[src/rtl/pool_window_packer.sv]
// pool_window_packer: packs 8 parallel byte lanes into per-lane pool windows of P bytes (1..7).
// Latency: window valid pulses in the cycle after the beat that completes or flushes the window.
// Backpressure: none; every accepted beat is consumed and downstream takes every valid pulse.
//
// Ports:
//   clk_cal, rst_cal_n          calculation clock (rising edge), async active-low reset
//   P                           window size, latched at the first beat of each window
//   Clr                         synchronous abort; drops the partial window and zeroes Win_Cnt
//   In_Data/_vld/_last          8 lane bytes per beat; _last marks the final beat of a row
//   Pool_IData1..8              assembled window per lane, held between emissions
//   Pool_IData_vld1..8          one-cycle window valid pulse, identical on all lanes
//   Win_Cnt                     saturating count of emitted windows
//   Busy                        registered, high while a partial window is held
module pool_window_packer #(
  parameter int          LANES    = 8,
  parameter logic [7:0]  PAD_BYTE = 8'h80,
  parameter int          CNT_W    = 16
) (
  input  logic             clk_cal,
  input  logic             rst_cal_n,
  input  logic [2:0]       P,
  input  logic             Clr,
  input  logic [63:0]      In_Data,
  input  logic             In_Data_vld,
  input  logic             In_Data_last,
  output logic [55:0]      Pool_IData1,
  output logic [55:0]      Pool_IData2,
  output logic [55:0]      Pool_IData3,
  output logic [55:0]      Pool_IData4,
  output logic [55:0]      Pool_IData5,
  output logic [55:0]      Pool_IData6,
  output logic [55:0]      Pool_IData7,
  output logic [55:0]      Pool_IData8,
  output logic             Pool_IData_vld1,
  output logic             Pool_IData_vld2,
  output logic             Pool_IData_vld3,
  output logic             Pool_IData_vld4,
  output logic             Pool_IData_vld5,
  output logic             Pool_IData_vld6,
  output logic             Pool_IData_vld7,
  output logic             Pool_IData_vld8,
  output logic [CNT_W-1:0] Win_Cnt,
  output logic             Busy
);

  localparam int SLOTS = 7;

  // Busy is simply "in ACCUM"; the byte count lives in cnt_q.
  typedef enum logic {
    S_IDLE  = 1'b0,
    S_ACCUM = 1'b1
  } state_t;

  state_t             state_q;
  logic [2:0]         cnt_q;
  logic [2:0]         p_lat;
  logic [55:0]        buf_q   [LANES];
  logic [55:0]        pool_q  [LANES];
  logic               vld_q;
  logic [CNT_W-1:0]   win_cnt_q;

  logic [2:0]         eff_p;
  logic [3:0]         cnt_inc;
  logic               take;
  logic               complete;
  logic               flush;
  logic               emit;
  logic [55:0]        buf_d   [LANES];
  logic [55:0]        win     [LANES];
  logic [7:0]         slot;

  // Window size in force for this beat: a new window uses the live P,
  // a window in progress keeps the size it started with.
  always_comb begin
    eff_p    = (cnt_q == 3'd0) ? P : p_lat;
    take     = In_Data_vld && !Clr && (eff_p != 3'd0);
    cnt_inc  = {1'b0, cnt_q} + 4'd1;
    complete = take && (cnt_inc == {1'b0, eff_p});
    flush    = take && In_Data_last && !complete;
    emit     = complete || flush;
  end

  // Merge the incoming byte into slot cnt_q, and build the outgoing window:
  // slots past the last real byte are zero on a full window and PAD_BYTE on a flush.
  always_comb begin
    slot = 8'h00;
    for (int k = 0; k < LANES; k++) begin
      buf_d[k] = buf_q[k];
      win[k]   = '0;
      for (int j = 0; j < SLOTS; j++) begin
        slot = (3'(j) == cnt_q) ? In_Data[8*k +: 8] : buf_q[k][8*j +: 8];
        buf_d[k][8*j +: 8] = slot;
        if (3'(j) <= cnt_q) begin
          win[k][8*j +: 8] = slot;
        end else if (complete) begin
          win[k][8*j +: 8] = 8'h00;
        end else begin
          win[k][8*j +: 8] = PAD_BYTE;
        end
      end
    end
  end

  always_ff @(posedge clk_cal or negedge rst_cal_n) begin
    if (!rst_cal_n) begin
      state_q   <= S_IDLE;
      cnt_q     <= 3'd0;
      p_lat     <= 3'd0;
      vld_q     <= 1'b0;
      win_cnt_q <= '0;
      for (int k = 0; k < LANES; k++) begin
        buf_q[k]  <= '0;
        pool_q[k] <= '0;
      end
    end else if (Clr) begin
      // Abort: any beat presented alongside Clr is dropped; the last emitted
      // window stays visible on Pool_IData.
      state_q   <= S_IDLE;
      cnt_q     <= 3'd0;
      vld_q     <= 1'b0;
      win_cnt_q <= '0;
      for (int k = 0; k < LANES; k++) begin
        buf_q[k] <= '0;
      end
    end else begin
      vld_q <= emit;
      // P is captured on every beat that arrives at a window boundary, even P==0.
      if (In_Data_vld && (cnt_q == 3'd0)) begin
        p_lat <= P;
      end
      if (emit) begin
        state_q <= S_IDLE;
        cnt_q   <= 3'd0;
        if (win_cnt_q != {CNT_W{1'b1}}) begin
          win_cnt_q <= win_cnt_q + 1'b1;
        end
        // Buffers restart from zero so a shorter next window never sees stale bytes.
        for (int k = 0; k < LANES; k++) begin
          pool_q[k] <= win[k];
          buf_q[k]  <= '0;
        end
      end else if (take) begin
        state_q <= S_ACCUM;
        cnt_q   <= cnt_q + 3'd1;
        for (int k = 0; k < LANES; k++) begin
          buf_q[k] <= buf_d[k];
        end
      end
    end
  end

  assign Pool_IData1 = pool_q[0];
  assign Pool_IData2 = pool_q[1];
  assign Pool_IData3 = pool_q[2];
  assign Pool_IData4 = pool_q[3];
  assign Pool_IData5 = pool_q[4];
  assign Pool_IData6 = pool_q[5];
  assign Pool_IData7 = pool_q[6];
  assign Pool_IData8 = pool_q[7];

  assign Pool_IData_vld1 = vld_q;
  assign Pool_IData_vld2 = vld_q;
  assign Pool_IData_vld3 = vld_q;
  assign Pool_IData_vld4 = vld_q;
  assign Pool_IData_vld5 = vld_q;
  assign Pool_IData_vld6 = vld_q;
  assign Pool_IData_vld7 = vld_q;
  assign Pool_IData_vld8 = vld_q;

  assign Win_Cnt = win_cnt_q;
  assign Busy    = (state_q == S_ACCUM);

endmodule

[config.mk]
export PLATFORM = sky130hd
export DESIGN_NAME = pool_window_packer
export DESIGN_NICKNAME = d
export VERILOG_FILES = /design/src/rtl/pool_window_packer.sv
export SDC_FILE = /design/constraint.sdc
export NUM_CORES = 2
export LEC_CHECK = 0
export ABC_CLOCK_PERIOD_IN_PS = 3950
export CAP_MARGIN = 10
export CORE_UTILIZATION = 50
export CTS_BUF_LIST = sky130_fd_sc_hd__clkbuf_16
export CTS_CLUSTER_SIZE = 10
export DETAILED_ROUTE_END_ITERATION = 6
export GPL_ROUTABILITY_DRIVEN = 0
export PLACE_DENSITY = 0.74
export SETUP_SLACK_MARGIN = 0.4
export SLEW_MARGIN = 20
export SYNTH_ARGS = -nofsm -noshare
export SYNTH_HDL_FRONTEND = slang
export SYNTH_SLANG_ARGS = --single-unit
[constraint.sdc]
create_clock -name clk_cal -period 3.95 [get_ports clk_cal]
set_input_delay 0.79 -clock clk_cal [delete_from_list [all_inputs] [get_ports clk_cal]]
set_output_delay 0.79 -clock clk_cal [all_outputs]
set_load 0.1 [all_outputs]
# After elaboration in Yosys (flattened, before gate mapping)
# Index checks and enable logic that the tools add are counted.
[word_totals]
ff_bits = 920
output_inout_bits = 473
wordCells = 184
[op_classes]
n_addsub = 3
n_lt_le_gt_ge = 7
n_eq_ne = 8
mux = 127
n_bitwise = 1
n_reduce_logical = 17
[op_table]
columns = ["op", "count"]
rows = [
  ["2-to-1 mux 448 bit", 3],
  ["2-to-1 mux 8 bit", 113],
  ["2-to-1 mux 16 bit", 3],
  ["adder 16 x 1 -> 16 bit, second input constant", 1],
  ["inequality test 16 bit, second input constant", 1],
  ["2-to-1 mux 3 bit", 4],
  ["== test 3 bit, first input constant", 3],
  ["less-or-equal comparator 3 bit, first input constant", 3],
  ["== test 2 x 3 -> 1 bit, first input constant", 2],
  ["less-or-equal comparator 1 x 3 -> 1 bit, first input constant", 2],
  ["less-or-equal comparator 2 x 3 -> 1 bit, first input constant", 2],
  ["logical AND 1 bit", 6],
  ["AND reduction 2 bit", 3],
  ["nonzero test 3 bit", 2],
  ["adder 3 x 1 -> 4 bit, second input constant", 1],
  ["== test 4 x 3 -> 1 bit", 1],
  ["2-to-1 mux 1 bit", 4],
  ["nonzero test 2 bit", 2],
  ["adder 3 x 1 -> 3 bit, second input constant", 1],
  ["== test 1 x 3 -> 1 bit, first input constant", 1],
  ["logical NOT 3 bit", 1],
  ["logical NOT 1 bit", 2],
  ["logical OR 1 bit", 1],
  ["inverter 1 bit", 1],
]

# Logic depth before layout (Yosys ltp)
[depth]
word_depth = 10
mapped_depth = 13

# Worst setup path before layout
# OpenSTA, ideal clock, no wires.
[synth_path]
path_kind = "register to register"
startpoint = "register win_cnt_q[0] (netlist: Win_Cnt[0])"
endpoint = "register win_cnt_q[1] (netlist: Win_Cnt[1])"
arrival_ps = 2809
slack_ps = 1020
path_stages_with_launch = 8
n_path_buf = 0
synth_period_minus_slack_ps = 2930
path_cell_list = "dfrtp_1 > ha_1 > nand3_1 > or3_1 > nor2_1 > nand4_1 > and3_1 > a31o_1"
[synth_between]
elab_chain_cells = 4
elab_cells_between_ends = 7
cone_classes = "add/sub: 1; eq/ne: 1; mux: 3; reduce/logical: 2"
[synth_rtl]
columns = ["item", "line", "rtl"]
rows = [
  ["from (decl)", "60", "logic [CNT_W-1:0] win_cnt_q;"],
  ["from (signal assigned)", "135", "win_cnt_q <= win_cnt_q + 1'b1;"],
  ["adder 16 x 1 -> 16 bit", "135", ""],
  ["2-to-1 mux 16 bit", "134", "if (win_cnt_q != {CNT_W{1'b1}}) begin"],
  ["2-to-1 mux 16 bit", "131", "if (emit) begin"],
  ["2-to-1 mux 16 bit", "115", "end else if (Clr) begin"],
]
# Several ways; a longest one is shown, not always the timed one. The select of a mux whose other input is x is not followed.
# A chain may end at the register's enable or synchronous reset.

# Worst setup path after layout
[layout_path]
startpoint = "register cnt_q[0]"
endpoint = "register pool_q, in the netlist Pool_IData3[39]"
[layout_between]
elab_chain_cells = 9
elab_cells_between_ends = 17
cone_classes = "add/sub: 1; order compare: 1; eq/ne: 2; mux: 4; reduce/logical: 9"
[layout_rtl]
columns = ["item", "line", "rtl"]
rows = [
  ["from (decl)", "55", "logic [2:0] cnt_q;"],
  ["from (signal assigned)", "144", "cnt_q <= cnt_q + 3'd1;"],
  ["branches (longest 9 deep; another with adder 3 x 1 -> 4 bit)", "n/a", ""],
  ["to (signal, indexed assignment)", "139", "pool_q[k] <= win[k];"],
  ["to (decl)", "58", "logic [55:0] pool_q [LANES];"],
]
# Several ways; the timed one is not identified.

==> impl_results.md <==
* Fill count at 6657
* Fin nets at 4710
* Sequential area share after synthesis at 0.564
* CP max stage cell: or2_1
* Vias per inst at 5.99
* Mapped Cells at 4277
* Post-Syn Area at 40900 sq um
* Sink Count at 920
* Io pins at 545
* Cell Area, Placed at 47500 sq um
* # resized after CTS at 0
* Clk pin slew, worst setup/hold paths at 0.06 ns
* Clock Skew at 0.0184 ns
* Multi-input gate area at 16200 sq um
* Setup TNS at 0 ns
* Crit-path cells: inv_1 -> ha_1 -> buf_4 -> nand2b_4 -> a211oi_1 -> o22ai_1 -> buf_4 -> nor3_2 -> buf_4 -> or2_1 -> a31oi_1
* Remaining global-route overflow at 0
* Largest net degree at the start of global routing at 137
* Commonest cells after routing, fill and taps aside: 1311 x nand2_1, 919 x dfrtp_1, 542 x clkdlybuf4s50_1, 474 x a21oi_1, 363 x mux2i_1
* Initial antenna violation count at 9
* Global-route wire length before repair at 208000 um
* YS warnings at 0
* Worst-Margin Slew at 1.22 ns
* DR vias at 34228
* Static Leak at 21.2 nW
* Required time worst endpoint at 4.44 ns
* Power Density at 575 nW/um^2
* Asr flop ratio synth at 1.00
* HPWL after DPL at 84400 um
* P&R area growth vs syn at 23.3%
* Buf/Inv on CP at 4
* Path type of the worst setup path: flip-flop to flip-flop
* Peak supply drop at 0.571 mV
* Layout Cells excl Fill at 5718
* Netlist cell types at 52
* Chip Height at 288 um
* Slew margin rel. at 0.189
* H-tree depth reported by CTS at 3
* Finish-stage setup viols at 0
* CP max FO at 15
* Period utilisation layout at 0.841
* Port bufs at 544
* Register area at 23000 sq um
* # rows at 104
* Top delay family on crit path: simple AND/OR/NAND/NOR gates
* Initial drt markers at 3435
* Post-route ant nets at 0
* CTS Buf Count at 104
* Die area at 82900 sq um
* DR WL/cell at 24.0 um
* Syn nets at 4353
* Final Cell Area at 50400 sq um
* Placed cells at 5586
* Routed wire length at 137000 um
* Synth Flop Type: dfrtp_1
* Hold buffer count at CTS at 0
* Fin crit period at 3.32 ns
* Failing checks: design-rule violations
* Max Cap Viol at 0
* Fin. Hold Viols at 0
* Post-synth EDFFs at 0
* CTS tree: built
* Vias in the first global route at 33917
* Final Core Density at 0.625
* Seq cells post-synth at 920
* DIE WIDTH at 288 um
* CTS Root Cell: clkbuf_16
* Startpoint types: flip-flop
* CTS Buffer Depth at 3
* CP arrival at 3.81 ns
* Crit-path max cell delay at 0.62 ns
* Setup crit end kind: flip-flop
* Slew Limit Fails at 0
* # DRC at 64
* Achievable Freq at 0.301 GHz
* Status: finished with violations
* Layout cell share with drive strength beyond 1 at 0.0610
* Post-CTS Setup Bufs at 0
* First-pass iteration count of the detailed router at 7
* Hold Path Class: input pin to asynchronous set/reset pin
* Commonest non-fill, non-tap cell in the layout: nand2_1
* Total track usage at 0.329
* Unrepaired setup endpoints after global routing: false
* Core area at 80700 sq um
* Syn avg cell area at 9.55 sq um
* Clk_lat worst skew at 0.66 ns
* Initial core utilization at 0.506
* Crit-path most repeated cell: buf_4
[logic make-up after synthesis]
logic type               synth area share
AO/OA/AOI/OAI                       0.148
flip-flops                          0.564
adder cells (fa/ha/maj)           0.00123
XOR/XNOR                         0.000858
multiplexers                       0.0898
AND/OR/NAND/NOR                     0.151
buffers and inverters              0.0454
[state kept, by name, summed over array words and instances (netlist names)]
name	count
Busy	1
Pool_IData4	56
Pool_IData1	56
Pool_IData6	56
cnt_q	3
Pool_IData5	56
buf_q	448
Pool_IData_vld1	1
Pool_IData3	56
Win_Cnt	16
Pool_IData8	56
Pool_IData2	56
Pool_IData7	56
p_lat	3
[worst reg2reg max path: cells and delay by family (launching register included)]
family,cells,cell delay [ns]
and+or+nand+nor,3,1.04
buffers and inverters,4,0.79
AOI/OAI and AO/OA,3,0.60
DFF,1,0.38
adders and majority gates,1,0.36
[final cells by class]
cell class,instances,share of cell area
Clock inverter,19,0.00191
Multi-Input combinational cell,2924,0.322
Clock buffer,107,0.0531
Timing Repair Buffer,672,0.139
Antenna cell,4,0.000199
Inverter,12,0.000993
Sequential cell,920,0.457
Tap cell,1060,0.0263
[report_power, final]
group,total [W],internal (W),switching [W],leakage (nW)
clock network,0.00843,0.00475,0.00369,1.40
registers,0.0110,0.0102,0.000783,12.4
logic,0.00956,0.00202,0.00754,7.46
total,0.0290,0.0170,0.0120,21.2
[metal layers]
metal	vias to the layer above	part of all wire	global-route usage
met5	-	0.00034	0
met3	304	0.085	0.0635
li1	15236	-	-
met2	1649	0.47	0.517
met1	17031	0.40	0.443
met4	8	0.043	0.147
[Yosys cell counts (all sizes together) (8+ instances only)]
library cell  number  area share
clkbuf           304       0.028
nor2             130       0.012
nand2           1317        0.12
a31oi             67       0.010
o22a              32      0.0069
buf              117       0.016
inv               12      0.0011
a211oi            20      0.0037
nand3             80      0.0098
a22oi              8      0.0015
o31ai            338       0.062
dfrtp            920        0.56
nor3              11      0.0016
nand2b            11      0.0017
mux2i            363       0.089
o21ai             12      0.0015
a21oi            474       0.058
[through the flow]
step	hold slack (ns)	power, W	worst slack [ns]
3_5_place_dp	0.465	0.0207	0.170
2_1_floorplan	0.494	0.0177	1.02
6_report	0.113	0.0290	0.628
5_1_grt	0.159	0.0298	0.461
4_1_cts	0.136	0.0291	0.620
3_3_place_gp	0.458	0.0206	0.257
[path summary, 6_finish.rpt]
kind / startpoint / endpoint / slack (ns) / depth (start not counted)
worst max register to register: cnt_q[0]$_DFFE_PN0P_ / Pool_IData3[39]$_DFFE_PN0P_ / 0.63 / 11
worst min register to register: Pool_IData7[9]$_DFFE_PN0P_ / Pool_IData7[9]$_DFFE_PN0P_ / 0.47 / 2
min in group clk_cal: Pool_IData7[9]$_DFFE_PN0P_ / Pool_IData7[9]$_DFFE_PN0P_ / 0.47 / 2
worst min-delay path: rst_cal_n / Pool_IData3[12]$_DFFE_PN0P_ / 0.11 / 1
max in group asynchronous: rst_cal_n / Pool_IData5[11]$_DFFE_PN0P_ / 2.59 / 2
worst max-delay path: cnt_q[0]$_DFFE_PN0P_ / Pool_IData3[39]$_DFFE_PN0P_ / 0.63 / 11
(Power assumes the default switching activity.)
